===== config.mk =====
export PLATFORM = sky130hd
export DESIGN_NAME = audio_sample_pacer
export DESIGN_NICKNAME = d
export VERILOG_FILES = /design/src/rtl/audio_sample_pacer.sv
export SDC_FILE = /design/constraint.sdc
export NUM_CORES = 1
export LEC_CHECK = 0
export ABC_CLOCK_PERIOD_IN_PS = 4000
export CAP_MARGIN = 40
export CORE_ASPECT_RATIO = 1.75
export CORE_UTILIZATION = 35
export DETAILED_ROUTE_END_ITERATION = 12
export PLACE_DENSITY = 0.56
export SLEW_MARGIN = 20
export SYNTH_ARGS = -nofsm -noshare
export SYNTH_HDL_FRONTEND = slang
export SYNTH_SLANG_ARGS = --single-unit

===== constraint.sdc =====
create_clock -name sysclock -period 4 [get_ports sysclock]
set_clock_uncertainty 0.2 [all_clocks]
set_input_delay 0.8 -clock sysclock [delete_from_list [all_inputs] [get_ports sysclock]]
set_output_delay 0.8 -clock sysclock [all_outputs]
set_load 0.1 [all_outputs]

===== src/rtl/audio_sample_pacer.sv =====
// Sample-rate pacer: buffers 8-bit unsigned PCM in a small FIFO and strobes one
// volume-scaled 16-bit signed sample per DIV sysclock cycles.
//
// state | meaning
// IDLE  | disabled; FIFO flushed, divider held at 0, input not accepted
// PRIME | accepting samples, no ticks until FIFO is half full
// PLAY  | divider running; each tick pops one sample (or flags underrun)
module audio_sample_pacer #(
    parameter int CLK_HZ     = 50_000_000,
    parameter int SAMPLE_HZ  = 8_000,
    parameter int FIFO_DEPTH = 16
) (
    input  logic                          sysclock,
    input  logic                          sysreset,
    input  logic                          enable,
    input  logic [7:0]                    in_data,
    input  logic                          in_valid,
    output logic                          in_ready,
    input  logic [2:0]                    volume,
    output logic [15:0]                   out_sample,
    output logic                          out_valid,
    output logic                          underrun,
    output logic [$clog2(FIFO_DEPTH):0]   fifo_level
);
    localparam int DIV = CLK_HZ / SAMPLE_HZ;
    localparam int AW  = $clog2(FIFO_DEPTH);
    localparam int LW  = AW + 1;
    localparam int DW  = (DIV > 1) ? $clog2(DIV) : 1;

    typedef enum logic [1:0] {IDLE, PRIME, PLAY} state_t;

    state_t               state;
    logic [DW-1:0]        div_cnt;
    logic [AW-1:0]        wr_ptr;
    logic [AW-1:0]        rd_ptr;
    logic [LW-1:0]        level;
    logic [7:0]           mem [FIFO_DEPTH];
    logic                 push;
    logic                 pop;
    logic                 tick;
    logic signed [15:0]   head_word;
    logic signed [15:0]   head_conv;

    // Full FIFO never accepts, even when a pop happens the same cycle.
    assign in_ready   = (state != IDLE) && (level != LW'(FIFO_DEPTH));
    assign fifo_level = level;
    assign tick       = (state == PLAY) && (div_cnt == DW'(DIV - 1));
    assign push       = in_valid && in_ready;
    assign pop        = tick && (level != '0);

    // Offset-binary to two's complement, left-justified, then attenuated.
    assign head_word  = {~mem[rd_ptr][7], mem[rd_ptr][6:0], 8'h00};
    assign head_conv  = head_word >>> volume;

    always_ff @(posedge sysclock) begin
        if (push) begin
            mem[wr_ptr] <= in_data;
        end
    end

    always_ff @(posedge sysclock or negedge sysreset) begin
        if (!sysreset) begin
            state      <= IDLE;
            div_cnt    <= '0;
            wr_ptr     <= '0;
            rd_ptr     <= '0;
            level      <= '0;
            out_sample <= '0;
            out_valid  <= 1'b0;
            underrun   <= 1'b0;
        end else if (!enable) begin
            state      <= IDLE;
            div_cnt    <= '0;
            wr_ptr     <= '0;
            rd_ptr     <= '0;
            level      <= '0;
            out_sample <= '0;
            out_valid  <= 1'b0;
            underrun   <= 1'b0;
        end else begin
            out_valid <= tick;
            if (tick) begin
                if (pop) begin
                    out_sample <= head_conv;
                end else begin
                    out_sample <= '0;
                    underrun   <= 1'b1;
                end
            end

            if (push) begin
                wr_ptr <= wr_ptr + 1'b1;
            end
            if (pop) begin
                rd_ptr <= rd_ptr + 1'b1;
            end
            if (push && !pop) begin
                level <= level + 1'b1;
            end else if (pop && !push) begin
                level <= level - 1'b1;
            end

            unique case (state)
                IDLE: begin
                    state <= PRIME;
                end
                PRIME: begin
                    if (level >= LW'(FIFO_DEPTH / 2)) begin
                        state <= PLAY;
                    end
                end
                PLAY: begin
                    div_cnt <= tick ? '0 : div_cnt + 1'b1;
                end
                default: begin
                    state <= IDLE;
                end
            endcase
        end
    end
endmodule


# ---- After elaboration in Yosys (flattened, before gate mapping)
# Memory sizes are Yosys's and may differ from the RTL's.
# Index checks and enable logic that the tools add are counted.
dict set report op_classes {
  addsub 5
  magnitude_cmp 1
  eq_ne 12
  n_shift 1
  muxes 22
  bitwise 1
  n_reduce_logical 13
}
# cell count
set ops {}
lappend ops {{16-bit 2-to-1 mux} 3}
lappend ops {{13-bit 2-to-1 mux} 3}
lappend ops {{4-bit 2-to-1 mux} 4}
lappend ops {{16-bit by 3-bit >>> shifter with 16-bit output} 1}
lappend ops {{5-bit 2-to-1 mux} 3}
lappend ops {{13-bit by 1-bit adder with 13-bit output, second input constant} 1}
lappend ops {{13-bit equality test, second input constant} 1}
lappend ops {{4-bit by 1-bit adder with 4-bit output, second input constant} 2}
lappend ops {{2-bit by 1-bit inequality test with 1-bit output, second input constant} 4}
lappend ops {{1-bit logical AND} 6}
lappend ops {{1-bit 2-to-1 mux} 6}
lappend ops {{2-bit one-hot mux with 3 select lines} 1}
lappend ops {{5-bit by 1-bit adder with 5-bit output, second input constant} 1}
lappend ops {{5-bit by 4-bit >= comparator with 1-bit output, second input constant} 1}
lappend ops {{5-bit inequality test, second input constant} 1}
lappend ops {{5-bit nonzero test} 1}
lappend ops {{5-bit by 1-bit subtractor with 5-bit output, second input constant} 1}
lappend ops {{2-bit 2-to-1 mux} 2}
lappend ops {{2-bit inequality test, second input constant} 2}
lappend ops {{2-bit AND reduction} 2}
lappend ops {{3-bit by 1-bit inequality test with 1-bit output, second input constant} 1}
lappend ops {{3-bit inequality test, second input constant} 1}
lappend ops {{2-bit by 1-bit equality test with 1-bit output, second input constant} 1}
lappend ops {{2-bit equality test, second input constant} 1}
lappend ops {{4 further kinds} 5}
dict set report totals {
  reg_bits 46
  ramBits 128
  inputBits 15
  mem_count 1
}
# name words width rd rd_ports_with_merged_regs wr line_no
set mem_list {}
lappend mem_list {mem 16 8 1 0 1 37} ;# logic [7:0] mem [FIFO_DEPTH];

# ---- Depth between registers and ports, before layout
# Gate-level depths: netlist (run 1).
dict set report logic_depth {
  word_depth 8
  ltp_mapped 13
  depth_no_buf 12
}

# ---- Worst setup path before layout (run 1)
# Ideal clock, no wire load.
dict set report synth_path {
  path_kind {reg2out}
  startpoint {reg level[1], in the netlist fifo_level[1]}
  endpoint {out in_ready}
  t_arrival_ps 2745
  path_slack_ps 255
  path_stages_with_launch 3
  path_buffers 0
  path_cell_list {dfrtp_1 nor4_1 a21oi_1}
}
dict set report synth_between {
  elab_chain_cells 2
}
# item line_no
set synth_lines {}
lappend synth_lines {{start: declaration} 36} ;# logic [LW-1:0] level;
lappend synth_lines {{start signal: assignment} 98} ;# level <= level + 1'b1;
lappend synth_lines {{start signal: assignment} 100} ;# level <= level - 1'b1;
lappend synth_lines {{5-bit inequality test} 45} ;# assign in_ready = (state != IDLE) && (level != LW'(FIFO_DEPTH));
lappend synth_lines {{1-bit logical AND} 45}
lappend synth_lines {{end: declaration} 18} ;# output logic in_ready,
# No other way between the ends.

# ---- Worst setup path in the final report (run 1)
dict set report layout_path {
  startpoint {reg level[0], in the netlist fifo_level[0]}
  endpoint {reg level[4], in the netlist fifo_level[4]}
}
dict set report layout_between {
  elab_chain_cells 6
  word_cells_on_any_way 15
  cone_classes {2 x add/sub; 2 x eq/ne; 3 x mux; 8 x reduce/logical}
}
# item
set layout_lines {}
lappend layout_lines {{branches (longest 6 deep; another with 5-bit by 1-bit subtractor with 5-bit output)}}
# Parallel ways; which one is timed is not known. The select of a mux whose other input is x is not followed.
# A chain may end at the register's enable or synchronous reset.

==> flow_summary.json, run 1 <==
{
  "power.density_nw_per_um2": 465,
  "clk_pin_slew_worst_paths_ns": 0.07,
  "cts_max_path_buffers": 2,
  "synthAdderAreaFrac_pct": 2.05,
  "fin_area_sq_um": 9400,
  "port_buffers": 37,
  "synth_mux_area_share_pct": 12.6,
  "antenna_found_initial": 0,
  "syn_nets": 553,
  "seq_area_frac_synth_pct": 64.7,
  "drive_above_1_share_pct": 17.3,
  "final_nets": 625,
  "yosys.area_share.simple_pct": 9.79,
  "relSlewSlack_pct": 45.4,
  "dr.pass1.iters": 5,
  "path_max_fanout": 5,
  "synth_area_leaders": "edfxtp_1 50%, dfrtp_1 15%, mux4_2 7.3%",
  "rrSetupSlack_ns": 0.73,
  "drtIter0Drc": 326,
  "reg2reg_to": "fifo_level[4]",
  "worstPathArrival_ns": 3.37,
  "combPwrFrac_pct": 16.2,
  "antenna_left": 0,
  "rsz0062_at_grt": "no",
  "setup-violations-final": 0,
  "place_area_sq_um": 8820,
  "finalHoldViolCount": 0,
  "async_flop_share_pct": 26.0,
  "yosys_register_bits": 173,
  "yosysTopAreaCell": "edfxtp_1",
  "swShare_pct": 27.5,
  "crit_slowest_cell": "nor4_1",
  "synth_top_family_by_area": "multiplexers",
  "vdd_drop_max_mv": 0.286,
  "crit_family": "simple AND/OR/NAND/NOR gates",
  "cts_tree": "yes",
  "wl_per_cell_microns": 19.4,
  "diodes": 0,
  "p_int_mw": 3.17,
  "cp_slowest_stage_delay_ns": 0.59,
  "finalMaxSlewViolations": 0,
  "fp.dieW_microns": 114,
  "cp_data_required_time_ns": 4.11,
  "critPathLaunchType": "flip-flop",
  "worstSetupEndpointType": "flip-flop",
  "crit_buf_inv": 1,
  "crit_type": "reg -> reg",
  "synth_warnings": 0,
  "p_switching_mw": 1.20,
  "yosysMostFrequentCell": "edfxtp_1",
  "h-tree-depth": 4,
  "syn_to_final_growth_pct": 22.4,
  "fmax_ghz": 0.306,
  "synth_top_area_share_pct": 50.1,
  "fin_crit_sh_pct": 81.7,
  "core_area_sq_um": 21500,
  "cp_cell_sequence": "nor4_1, nand2b_1, a21boi_0, inv_1, fa_1, a21o_1, a21oi_1, mux2i_1, xor2_1, nor2_1",
  "p_leak_nw": 3.39,
  "post_cts_buffers": 0,
  "min_path_type": "in -> async",
  "fp.dieH_microns": 198,
  "clock-sinks": 173,
  "setup-tns-final_ns": 0,
  "rows": 71,
  "status": "finished, final reports clean",
  "cts_buffers": 17,
  "ys.flop_type": "edfxtp_1",
  "r2r_cells": 10,
  "final_util_pct": 43.7,
  "cts_hold_buffers": 0,
  "grt_use_total_pct": 16.4,
  "netlist_instances": 526,
  "grt_max_degree": 38,
  "gr-total-overflow": 0,
  "clock_latency_ns": 0.43,
  "hpwl_microns": 12500,
  "drt_wl_total_microns": 17500,
  "fin_crit_ns": 3.27,
  "synth_area_sq_um": 7680,
  "dieArea_sq_um": 22600,
  "pin_count": 39,
  "p_clk_share_pct": 37.4,
  "pwr-share-seq_pct": 46.4,
  "first_global_vias": 4783,
  "routed-via-count": 4635,
  "synth_compound_area_share_pct": 6.24,
  "worst_slew_pin_slew_ns": 0.819,
  "cts_root_buf": "clkbuf_16",
  "route.detailed.drc": 0,
  "r2r_start": "fifo_level[0]",
  "synth_common_cells": "128 x edfxtp_1, 48 x nor2_1, 45 x dfrtp_1, 29 x nand2_1, 27 x mux2i_1",
  "start_util_pct": 35.7,
  "synth.avg_cell_area_sq_um": 14.6,
  "cts_resized": 0,
  "yosysUniqueCellTypes": 61,
  "drt-vias-per-instance": 5.13,
  "maxCapViolCount": 0,
  "synthXorXnorAreaFrac_pct": 2.17,
  "synth_edf_count": 128,
  "grt_pass1_wl_microns": 27100,
  "gp_congestion": 0.822
}
[worst register-to-register path: stages (launching register included)]
cell      delay [ns]
dfrtp_1         0.45
nor4_1          0.60
nand2b_1        0.16
a21boi_0        0.30
inv_1           0.18
fa_1            0.44
a21o_1          0.20
a21oi_1         0.20
mux2i_1         0.23
xor2_1          0.15
nor2_1          0.06
[sequential cells by signal, summed over array words and instances, names as in the netlist]
register and cells:
div_cnt 13, fifo_level 5, mem 128, out_sample 15, out_valid 1, rd_ptr 4
state 2, underrun 1, wr_ptr 4
[layer usage]
layer,part of all wire (%),track usage (%)
met2,57,31.1
met1,37,17.1
met4,3.7,8.32
met3,2.5,2.42
met5,0,0
[cells in the final DEF, fill, tap and decap left out, drive strengths merged, types with 2 or more instances in the layout]
| cell type | netlist | routed |
|---|---|---|
| edfxtp | 128 | 128 |
| nor2 | 48 | 48 |
| dfrtp | 45 | 45 |
| buf | 12 | 41 |
| clkdlybuf4s50 | 0 | 35 |
| nand2 | 29 | 29 |
| mux4 | 28 | 28 |
| mux2i | 27 | 27 |
| inv | 14 | 20 |
| a21oi | 18 | 18 |
| clkbuf | 11 | 17 |
| o21ai | 15 | 15 |
| and2 | 13 | 13 |
| nor3 | 12 | 12 |
| nand3 | 11 | 11 |
| xor2 | 11 | 11 |
| ha | 11 | 11 |
| and3 | 8 | 8 |
| nor2b | 8 | 8 |
| xnor2 | 8 | 8 |
| mux2 | 5 | 5 |
| a22o | 5 | 5 |
| clkinv | 1 | 5 |
| nor4 | 4 | 4 |
| nand2b | 4 | 4 |
| nand4 | 4 | 4 |
| a211oi | 3 | 3 |
| nor3b | 3 | 3 |
| a22oi | 3 | 3 |
| o22ai | 3 | 3 |
| a221oi | 3 | 3 |
| clkinvlp | 0 | 3 |
| a21boi | 2 | 2 |
| a211o | 2 | 2 |
| o211ai | 2 | 2 |
| o31ai | 2 | 2 |
| o221ai | 2 | 2 |
| nand4b | 2 | 2 |
| bufinv | 0 | 2 |
[worst max-delay path by stage]
stage	startpoint	to	slack (ns)	cells after the start
final	fifo_level[0]	fifo_level[4]	0.73	10
after global routing	fifo_level[0]	fifo_level[4]	0.44	10
after CTS	fifo_level[0]	fifo_level[4]	0.72	10
after detailed placement	in_valid	fifo_level[4]	0.36	11
after global placement	in_valid	fifo_level[4]	0.38	11
after floorplan	fifo_level[1]	in_ready	0.26	2
[per-stage QoR]
stage | hold slack [ns] | std cells | total power, mW | setup slack, ns
after floorplan | 0.268 | 526 | 2.51 | 0.255
after global placement | 0.272 | 847 | 2.69 | 0.385
after detailed placement | 0.280 | 871 | 2.77 | 0.356
after CTS | 0.0868 | 903 | 4.42 | 0.716
after global routing | 0.107 | 903 | 4.54 | 0.436
final | 0.0925 | 903 | 4.37 | 0.733
[power groups by stage]
stage / Sequential (mW) / Combinational [mW] / Clock (mW)
2_1_floorplan: 2.18 / 0.339 / 0
3_3_place_gp: 2.06 / 0.621 / 0
3_5_place_dp: 2.07 / 0.707 / 0
4_1_cts: 2.03 / 0.713 / 1.68
5_1_grt: 2.04 / 0.761 / 1.74
6_report: 2.03 / 0.707 / 1.64
[cell type report]
class,count,area [sq um]
Tap cell,292,365
Fill cell,1924,12100
Timing Repair Buffer,76,896
Inverter,15,56.3
Clock buffer,17,425
Clock inverter,15,159
Multi-Input combinational cell,315,2530
Sequential cell,173,4970
[cell families after synthesis]
logic type | after synthesis
AOI/OAI and AO/OA | 71
xor gates and xnor gates | 19
adders and majority gates | 12
buffers and inverters | 38
DFF | 173
muxes | 60
other | 1
and+or+nand+nor | 152
Power figures use the tool's default switching activity.
==> run 2: changes to the inputs <==
--- a/config.mk
+++ b/config.mk
@@ -5,7 +5,7 @@
 export SDC_FILE = /design/constraint.sdc
 export NUM_CORES = 1
 export LEC_CHECK = 0
-export ABC_CLOCK_PERIOD_IN_PS = 4000
+export ABC_CLOCK_PERIOD_IN_PS = 3300
 export CAP_MARGIN = 40
 export CORE_ASPECT_RATIO = 1.75
 export CORE_UTILIZATION = 35
==> constraint.sdc (replaced) <==
create_clock -name sysclock -period 3.3 [get_ports sysclock]
set_clock_uncertainty 0.2 [all_clocks]
set_input_delay 0.66 -clock sysclock [delete_from_list [all_inputs] [get_ports sysclock]]
set_output_delay 0.66 -clock sysclock [all_outputs]
set_load 0.1 [all_outputs]
==> run 2 against run 1 <==
  * Register-to-register slack got worse by 0.47 ns
  * Non-clock buffer count decreased by 5
  * Global-route usage increased by 0.37 points
  * Maximum frequency increased by 7.5%
  * First-iteration DRC count increased by 5.5%
  * Critical path depth decreased by 3
  * Design area decreased by 2.5%
  * Critical endpoint is now out_sample[8]
  * Largest cell class unchanged
==> flow_summary.json, run 2 (synthesis results as in run 1) <==
{
  "status": "finished, final reports clean",
  "drive_above_1_share_pct": 21.2,
  "start_util_pct": 35.7,
  "grt_max_degree": 28,
  "core_area_sq_um": 21500,
  "top_regs": "mem (128), out_sample (15), div_cnt (13)",
  "fp.dieW_microns": 114,
  "fmax_ghz": 0.329,
  "totalPowerFinal_mw": 5.49,
  "crit_type": "reg -> reg",
  "pin_count": 39,
  "antenna_left": 0,
  "fin_crit_ns": 3.04,
  "critPathLaunchType": "flip-flop",
  "hpwl_microns": 12600,
  "dr.pass1.iters": 4,
  "p_leak_nw": 3.36,
  "worstPathArrival_ns": 3.15,
  "gr-total-overflow": 0,
  "gp_congestion": 0.858,
  "path_max_fanout": 14,
  "crit_family": "compound AO/OA/AOI/OAI gates",
  "cts_root_buf": "clkbuf_16",
  "layout.cells.most_common": "edfxtp_1",
  "rows": 71,
  "clock-sinks": 173,
  "fill_cells": 1964,
  "setup-violations-final": 0,
  "final_cell_mix": "128 x edfxtp_1, 55 x buf_4, 48 x nor2_1",
  "multi_input_area_sq_um": 2550,
  "finalMaxSlewViolations": 0,
  "grt_use_total_pct": 16.7,
  "syn_to_final_growth_pct": 19.3,
  "finalHoldViolCount": 0,
  "cts_tree": "yes",
  "drt-vias-per-instance": 5.13,
  "routed-via-count": 4601,
  "clock_latency_ns": 0.43,
  "final_nets": 620,
  "setup_slack_ns": 0.261,
  "cts_max_path_buffers": 2,
  "grt_pass1_wl_microns": 27800,
  "wl_per_cell_microns": 19.4,
  "port_buffers": 37,
  "cts_buffers": 17,
  "crit_slowest_cell": "dfrtp_1",
  "crit_buf_inv": 1,
  "dpl_worst_slack_ns": -0.153,
  "seqCellArea_sq_um": 4980,
  "fp.dieH_microns": 198,
  "diodes": 0,
  "vdd_drop_max_mv": 0.325,
  "route.detailed.drc": 0,
  "drt_wl_total_microns": 17400,
  "fin_crit_sh_pct": 92.1,
  "worstSetupEndpointType": "flip-flop",
  "antenna_found_initial": 0,
  "cp_data_required_time_ns": 3.41,
  "largest_reg_flops": 128,
  "cp_slowest_stage_delay_ns": 0.82,
  "maxCapViolCount": 0,
  "clk_pin_slew_worst_paths_ns": 0.07,
  "drtIter0Drc": 344,
  "post_cts_buffers": 0,
  "cp_cell_sequence": "buf_4, nor2b_1, a221oi_1, o21a_1, o21ai_0, a22o_1, a211o_1",
  "power.density_nw_per_um2": 599,
  "dieArea_sq_um": 22600,
  "h-tree-depth": 4,
  "top_register": "mem",
  "relSlewSlack_pct": 51.2,
  "worst_slew_pin_slew_ns": 0.711,
  "rsz0062_at_grt": "no",
  "first_global_vias": 5055,
  "min_path_type": "reg -> reg"
}
-- run 2: cell count changes in the layout (fill, tap and decap cells not counted), sizes merged --
cell           previous run  this run
clkdlybuf4s50            35        13
clkinvlp                  3         4
bufinv                    2         5
inv                      20        17
buf                      41        57
clkinv                    5         3
dlygate4sd3               0         1
-- run 2: power by group --
part	switching [mW]	internal, mW	leakage, nW
Sequential	0.0660	2.41	1.77
Combinational	0.548	0.283	1.29
Clock	0.837	1.34	0.300
Total	1.45	4.03	3.36
-- run 2: repair_timing --
item,in CTS,in global routing
endpoints found under the hold margin,18,0
gates resized for setup,0,2
endpoints found under the setup margin,0,1
hold buffers,1,0
-- run 2: final timing paths --
| kind | cells after the start | slack (ns) | endpoint | start |
|---|---|---|---|---|
| min in group asynchronous | 2 | 0.51 | rd_ptr[1] | sysreset |
| min | 2 | 0.28 | out_sample[13] | out_sample[13] |
| max reg2reg | 7 | 0.26 | out_sample[8] | rd_ptr[1] |
| max in group asynchronous | 3 | 1.67 | out_sample[3] | sysreset |
| min reg2reg | 2 | 0.28 | out_sample[13] | out_sample[13] |
| max | 7 | 0.26 | out_sample[8] | rd_ptr[1] |
-- run 2: layout make-up --
cell class	instances	area share (%)
sequential	173	54.3
multi-input combinational	315	27.8
timing repair buffer	71	6.31
clock buffer	17	4.64
tap	292	3.99
clock inverter	14	2.35
inverter	15	0.615
-- run 2: metal layers --
metal / wire length (microns) / global-route usage (%) / share of wire (%) / up-vias
met3: 535 / 3.21 / 3.1 / 34
met1: 6330 / 16.8 / 36 / 2342
met5: 0 / 0 / 0 / -
met4: 671 / 8.90 / 3.8 / 0
met2: 9910 / 31.9 / 57 / 102
li1: - / - / - / 2123
-- run 2: worst reg2reg max path, cell delays in order (launching register included) --
cell and delay (ns):
dfrtp_1 0.82, buf_4 0.37, nor2b_1 0.10, a221oi_1 0.37
o21a_1 0.33, o21ai_0 0.19, a22o_1 0.24, a211o_1 0.30
-- run 2: per-stage QoR --
step / cell area [sq um] / std cells / hold WS (ns) / utilization (%) / TNS (ns)
6_report: 9160 / 897 / 0.284 / 42.6 / 0
3_5_place_dp: 8500 / 865 / 0.280 / 39.6 / -0.153
2_1_floorplan: 7690 / 526 / 0.164 / - / 0
4_1_cts: 9150 / 897 / 0.296 / 42.6 / 0
5_1_grt: 9160 / 897 / 0.320 / 42.6 / 0
3_3_place_gp: 8500 / 865 / 0.275 / 39.6 / -0.0938
